`src/rtl/ws2812_frame_sched.sv`:
```
// ws2812_frame_sched: frame-rate scheduler choosing one colour per frame and streaming it as pixel words.
module ws2812_frame_sched #(
  parameter int NUM_LEDS     = 2,
  parameter int FRAME_PERIOD = 100000,
  parameter int CYCLE_FRAMES = 100
) (
  input  logic        clk,
  input  logic        rst_n,
  input  logic        en,
  input  logic        req_a,
  input  logic        req_b,
  output logic [23:0] pix_data,
  output logic        pix_valid,
  input  logic        pix_ready,
  output logic        pix_last,
  input  logic        frame_done,
  output logic        busy,
  output logic [1:0]  cur_src,
  output logic        frame_skip
);
  localparam int TW = $clog2(FRAME_PERIOD + 1);
  localparam int AW = $clog2(CYCLE_FRAMES + 1);
  typedef enum logic [1:0] {IDLE, LOAD, SEND, WAIT_LATCH} state_t;
  state_t state, state_nx;
  logic [1:0] a_sync, b_sync;
  logic [TW-1:0] tcnt;
  logic [7:0] pcnt;
  logic [AW-1:0] afc;
  logic [2:0] cidx;
  logic tick, xfer;
  logic [23:0] pal, sel_col;
  logic [1:0] sel_src;
  assign tick       = tcnt == TW'(FRAME_PERIOD - 1);
  assign busy       = state != IDLE;
  assign frame_skip = tick && busy;
  assign pix_valid  = state == SEND;
  assign pix_last   = pix_valid && pcnt == 8'(NUM_LEDS - 1);
  assign xfer       = pix_valid && pix_ready;
  // source code doubles as the arbitration key: bit0 = A, bit1 = B
  assign sel_src    = {b_sync[1], a_sync[1]};
  always_comb begin
    pal = cidx == 3'd0 ? 24'hFFFF00 :
          cidx == 3'd1 ? 24'h800080 :
          cidx == 3'd2 ? 24'hFFA500 :
          cidx == 3'd3 ? 24'hFF0000 :
          cidx == 3'd4 ? 24'h00FF00 : 24'h0000FF;
    sel_col = sel_src == 2'd3 ? 24'h00FF00 :
              sel_src == 2'd1 ? 24'hFF0000 :
              sel_src == 2'd2 ? 24'h0000FF : pal;
  end
  always_comb begin
    state_nx = state;
    case (state)
      IDLE:    state_nx = (tick && en) ? LOAD : IDLE;
      LOAD:    state_nx = SEND;
      SEND:    state_nx = (xfer && pix_last) ? WAIT_LATCH : SEND;
      default: state_nx = frame_done ? IDLE : WAIT_LATCH;
    endcase
  end
  always_ff @(posedge clk or negedge rst_n) begin
    if (!rst_n) begin
      state    <= IDLE;
      a_sync   <= '0;
      b_sync   <= '0;
      tcnt     <= '0;
      pcnt     <= '0;
      afc      <= '0;
      cidx     <= '0;
      pix_data <= '0;
      cur_src  <= '0;
    end else begin
      state  <= state_nx;
      a_sync <= {a_sync[0], req_a};
      b_sync <= {b_sync[0], req_b};
      tcnt   <= tick ? '0 : tcnt + 1'b1;
      if (state == LOAD) begin
        pix_data <= sel_col;
        cur_src  <= sel_src;
      end
      if (xfer) pcnt <= pix_last ? 8'd0 : pcnt + 8'd1;
      if (state == WAIT_LATCH && frame_done && cur_src == 2'd0) begin
        afc  <= afc == AW'(CYCLE_FRAMES - 1) ? '0 : afc + 1'b1;
        if (afc == AW'(CYCLE_FRAMES - 1)) cidx <= cidx == 3'd5 ? 3'd0 : cidx + 3'd1;
      end
    end
  end
endmodule

```
`config.mk`:
```
export PLATFORM = sky130hd
export DESIGN_NAME = ws2812_frame_sched
export DESIGN_NICKNAME = d
export VERILOG_FILES = /design/src/rtl/ws2812_frame_sched.sv
export SDC_FILE = /design/constraint.sdc
export NUM_CORES = 1
export LEC_CHECK = 0
export ABC_AREA = 0
export CORE_MARGIN = 5
export CORE_UTILIZATION = 45
export CTS_BUF_LIST = sky130_fd_sc_hd__clkbuf_8
export CTS_CLUSTER_SIZE = 10
export DETAILED_ROUTE_END_ITERATION = 16
export GPL_ROUTABILITY_DRIVEN = 0
export PLACE_DENSITY = 0.65
export SYNTH_ARGS = -nofsm -noshare
export SYNTH_HDL_FRONTEND = slang
export SYNTH_SLANG_ARGS = --single-unit
```
`constraint.sdc`:
```
create_clock -name clk -period 2.42 [get_ports clk]
set_input_delay 0.484 -clock clk [delete_from_list [all_inputs] [get_ports clk]]
set_output_delay 0.484 -clock clk [all_outputs]
set_load 0.005 [all_outputs]
```
# ---- After elaboration in Yosys (flattened, before gate mapping)
# Index checks and enable logic that the tools add are counted.
dict set report op_classes {
  addsub 4
  n_eq_ne 14
  mux 16
  reduce_logical 12
}
# operator count
set ops {}
lappend ops {{two-way mux 24 bit} 7}
lappend ops {{adder 17 x 1 -> 17 bit (second input constant)} 1}
lappend ops {{equality test 17 bit (second input constant)} 1}
lappend ops {{two-way mux 17 bit} 1}
lappend ops {{two-way mux 16 bit} 1}
lappend ops {{adder 8 x 1 -> 8 bit (second input constant)} 1}
lappend ops {{equality test 2 bit (second input constant)} 4}
lappend ops {{equality test 8 x 1 -> 1 bit (second input constant)} 1}
lappend ops {{two-way mux 8 bit} 1}
lappend ops {{adder 7 x 1 -> 7 bit (second input constant)} 1}
lappend ops {{equality test 7 bit (second input constant)} 1}
lappend ops {{logical AND 1 bit} 7}
lappend ops {{two-way mux 7 bit} 1}
lappend ops {{equality test 3 x 2 -> 1 bit (second input constant)} 2}
lappend ops {{equality test 3 bit (second input constant)} 2}
lappend ops {{one-hot mux 2 bit (3 select lines)} 1}
lappend ops {{equality test 2 x 1 -> 1 bit (second input constant)} 2}
lappend ops {{logical NOT 2 bit} 2}
lappend ops {{adder 3 x 1 -> 3 bit (second input constant)} 1}
lappend ops {{equality test 3 x 1 -> 1 bit (second input constant)} 1}
lappend ops {{logical NOT 3 bit} 1}
lappend ops {{two-way mux 3 bit} 1}
lappend ops {{two-way mux 1 bit} 2}
lappend ops {{two-way mux 2 bit} 1}
lappend ops {{2 further kinds} 2}
dict set report totals {
  regBits 67
  input_bits 7
  output_inout_bits 30
  elab_cells 55
}

# ---- Depth between registers and ports, before layout
dict set report logic_depth {
  depth_word 9
  mapped_depth 6
  ltp_nobuf 6
}

# ---- Least setup slack after synthesis
# No wires, ideal clock.
dict set report synth_path {
  path_type {reg-to-output}
  start {reg pcnt[1]}
  end {out pix_last}
  arrival_time_ps 1461
  required_ps 1936
  path_slack_ps 475
  path_stages_with_launch 6
  path_buffers 0
  cell_sequence {dfrtp_1 > inv_1 > ha_1 > or4b_1 > nor4_2 > and2_1}
}
dict set report synth_between {
  elab_chain_len 2
}
# element line_no
set synth_lines {}
lappend synth_lines {{start, declared} 27} ;# logic [7:0] pcnt;
lappend synth_lines {{start signal, assigned} 80} ;# if (xfer) pcnt <= pix_last ? 8'd0 : pcnt + 8'd1;
lappend synth_lines {{equality test 8 x 1 -> 1 bit} 37} ;# assign pix_last = pix_valid && pcnt == 8'(NUM_LEDS - 1);
lappend synth_lines {{logical AND 1 bit} 37}
lappend synth_lines {{end, declared} 15} ;# output logic pix_last,
# Every way passes these cells.

# ---- Worst setup path in the final report
dict set report layout_path {
  start {reg pcnt[1]}
  end {reg pcnt[2]}
}
dict set report layout_between {
  elab_chain_len 3
  word_cells_on_any_way 4
  cone_classes {1 x add/sub; 1 x eq/ne; 1 x mux; 1 x reduce/logical}
}
# element line_no
set layout_lines {}
lappend layout_lines {{branches (longest 2 deep; another with adder 8 x 1 -> 8 bit)} -}
lappend layout_lines {{two-way mux 8 bit *} 80}
# Every way passes the cells marked *.
# A chain may end at the register's enable or synchronous reset.

==> results by group <==
Synth
  – Ranking of synthesized cells by area: dfrtp_1 48%, buf_4 5.3%, ha_1 4.9%
  – Post-synth top cells: 49 x dfrtp_1, 19 x nor2_1, 18 x buf_4, 16 x nand2_1, 14 x inv_1
  – Top FF cell, synth: dfrtp_1
  – Post-synth top area cell: dfrtp_1
  – Mux contribution to synthesized area: 3.00%
  – Async SR Flop Fraction: 100%
  – Mapped Cells: 246
  – Netlist Area Pre-Place: 2540 um2
  – Largest family of logic cells by synthesized area: simple AND/OR/NAND/NOR gates
  – Syn_area_per_cell: 10.3 um2
  – YS warnings: 0
  – Xor/xnor cell area share of the yosys netlist: 6.89%
  – Number of synthesized flops with an enable pin: 0
  – Synth Area in Compound Gates: 8.37%
  – Seq/Total Area, Yosys: 48.3%
  – Top-area cell type share of the netlist area: 48.3%
  – Adder-Cell Fraction of Synth Area: 4.92%
  – Simple-Gate Fraction of Synth Area: 20.1%
  – Synth Register Bits: 49
  – Count leader, synth: dfrtp_1
  – Netlist cell types: 46
  – Syn_nets: 263

Die
  – Initial Util: 46.1%
  – Die Wd: 85.1 um
  – Die Ht: 85.1 um
  – Die area: 7250 um2
  – Rows: 27
  – Io pins: 37
  – CORE AREA: 5510 um2

Setup path
  – R2R depth: 14
  – Critical Path RT: 2.61 ns
  – WP data arrival: 2.49 ns
  – Critical R2R Launch: pcnt[1]
  – Worst setup EP type: register
  – CP max FO: 4
  – Worst R2R End: pcnt[2]
  – Worst reg2reg setup slack: 0.12 ns
  – Startpoint types: register
  – Setup CP Type: register to register

Routing
  – Wirelength per Cell: 13.5 um
  – Iteration count of the initial detailed-routing pass: 6
  – Remaining DRCs: 0
  – Post-Route WL: 4.74 mm
  – Starting DRT DRC Count: 49
  – Vias: 1,800
  – ANT nets after route: 0
  – Drt via density: 5.13

Power
  – VDD IR-drop max: 274 uV
  – PD cells: 513 nW/um2
  – Leakage dissipation: 1.35 nW

Clock network
  – Clock slew at reported path FFs: 0.08 ns
  – H-Tree Level Count: 2
  – Total CTS buffers: 5
  – CTS Buffer Depth: 2
  – Worst skew pair latency: 0.30 ns
  – Root Buffer: clkbuf_8
  – Clk sinks: 49
  – TritonCTS clock tree: done

Timing
  – Min cycle time layout: 2.30 ns
  – Setup violations, final: 0
  – RSZ-0062 raised after global routing: no
  – Worst-Margin Slew: 0.621 ns
  – Clk_skew: 0.00769 ns
  – Max-slew violations: 0
  – Rel. slew slack: 58.6%
  – Final Hold Fails: 0
  – Setup TNS: 0 ns
  – Crit share post-route: 94.9%
  – Max Clock Freq: 0.435 GHz
  – Hold slack final: 0.273 ns

Min path
  – Hold Path Class: primary input to async pin

Flow run
  – Max Cap Viol: 0

Finish
  – Layout Nets: 295
  – Area Overhead vs Synth: 19.4%
  – Final Util: 55.1%
  – Diodes inserted: 0
  – Layout cells sized above 1: 14.7%

Place
  – Dpl hpwl: 3.25 mm
  – # port buffers: 36

Global routing
  – Initial antenna violation count: 0
  – GRT Util Overall: 14.0%
  – GRT overflow: 0
  – Largest net degree at the start of global routing: 50
  – First-pass GRT wire length: 8.20 mm
  – Vias in the first global route: 1,772

Run status
  – Status: completed
[worst max path at each step]
stage               slack [ns]        to    start
finish                    0.12   pcnt[2]  pcnt[1]
global route             0.003   pcnt[2]  pcnt[1]
CTS                       0.01   pcnt[2]  pcnt[1]
detailed placement        0.10  pix_last  pcnt[1]
global placement          0.14  pix_last  pcnt[1]
floorplan                 0.48  pix_last  pcnt[1]
[per-stage QoR]
| step | area, um2 | power (mW) | cells | setup WS, ns |
|---|---|---|---|---|
| after floorplan | 2540 | 1.01 | 246 | 0.475 |
| after global placement | 2870 | 1.09 | 335 | 0.137 |
| after detailed placement | 2870 | 1.10 | 335 | 0.104 |
| after CTS | 3040 | 1.58 | 352 | 0.0126 |
| after global routing | 3030 | 1.65 | 351 | 0.00328 |
| final | 3030 | 1.56 | 351 | 0.122 |
[cells by family after synthesis]
logic type / count (synthesis)
AOI/OAI and AO/OA: 33
xor gates and xnor gates: 20
buffers and inverters: 39
and+or+nand+nor: 88
adders and majority gates: 10
muxes: 7
DFF: 49
[per-layer routing]
| layer | GRT usage, % | wire, um |
|---|---|---|
| met3 | 4.85 | 277 |
| met5 | 0 | 0 |
| met1 | 17.9 | 2250 |
| met2 | 22.3 | 2190 |
| met4 | 4.32 | 25 |
[power by group]
group	switching [mW]	internal, mW
registers	0.0693	0.867
logic	0.0734	0.0813
clock network	0.265	0.200
total	0.407	1.15
[flip-flops by register name (all words and copies together), names as in the netlist]
register and cells:
a_sync 2, cidx 3, tcnt 17, state 2, pix_data 6, pcnt 8, cur_src 2, afc 7
b_sync 2
[layout by cell type, fill, tap and decap left out, types with 3 or more instances in the layout]
cell	synthesis	layout
clkdlybuf4s50_1	0	33
a21o_1	4	4
buf_4	18	13
nand4_1	11	11
a21oi_1	9	9
inv_1	14	14
ha_1	10	8
dfrtp_1	49	48
nor2_1	19	19
clkbuf_8	0	5
nand3_1	11	11
xnor2_1	10	10
o21ai_0	8	8
mux2_2	5	5
nor3_1	6	6
and2_1	4	4
nand2_1	16	16
or4b_4	2	3
xor2_1	10	10
[timing repair]
item / in CTS / in global routing
hold buffers: 0 / 0
cloned: 0 / 0
pin swaps: 2 / 1
setup buffers: 12 / 0
endpoints found under the setup margin: 2 / 5
resized for setup: 12 / 0
[cell type report]
class / instances / area, um2
Inverter: 14 / 52.6
Fill cell: 497 / 2470
Multi-Input combinational cell: 158 / 1120
Timing Repair Buffer: 50 / 458
Tap cell: 72 / 90.1
Clock inverter: 3 / 17.5
Sequential cell: 49 / 1230
Clock buffer: 5 / 68.8
[critical path: stages, from the launching register on]
cell	delay [ns]
dfrtp_1	0.38
inv_1	0.06
ha_2	0.15
or4b_4	0.47
nor4_4	0.15
buf_4	0.15
buf_4	0.09
buf_4	0.09
buf_4	0.09
buf_4	0.09
buf_4	0.10
buf_4	0.10
buf_6	0.09
nor3_1	0.04
a21o_1	0.15
Power figures use the tool's default switching activity.
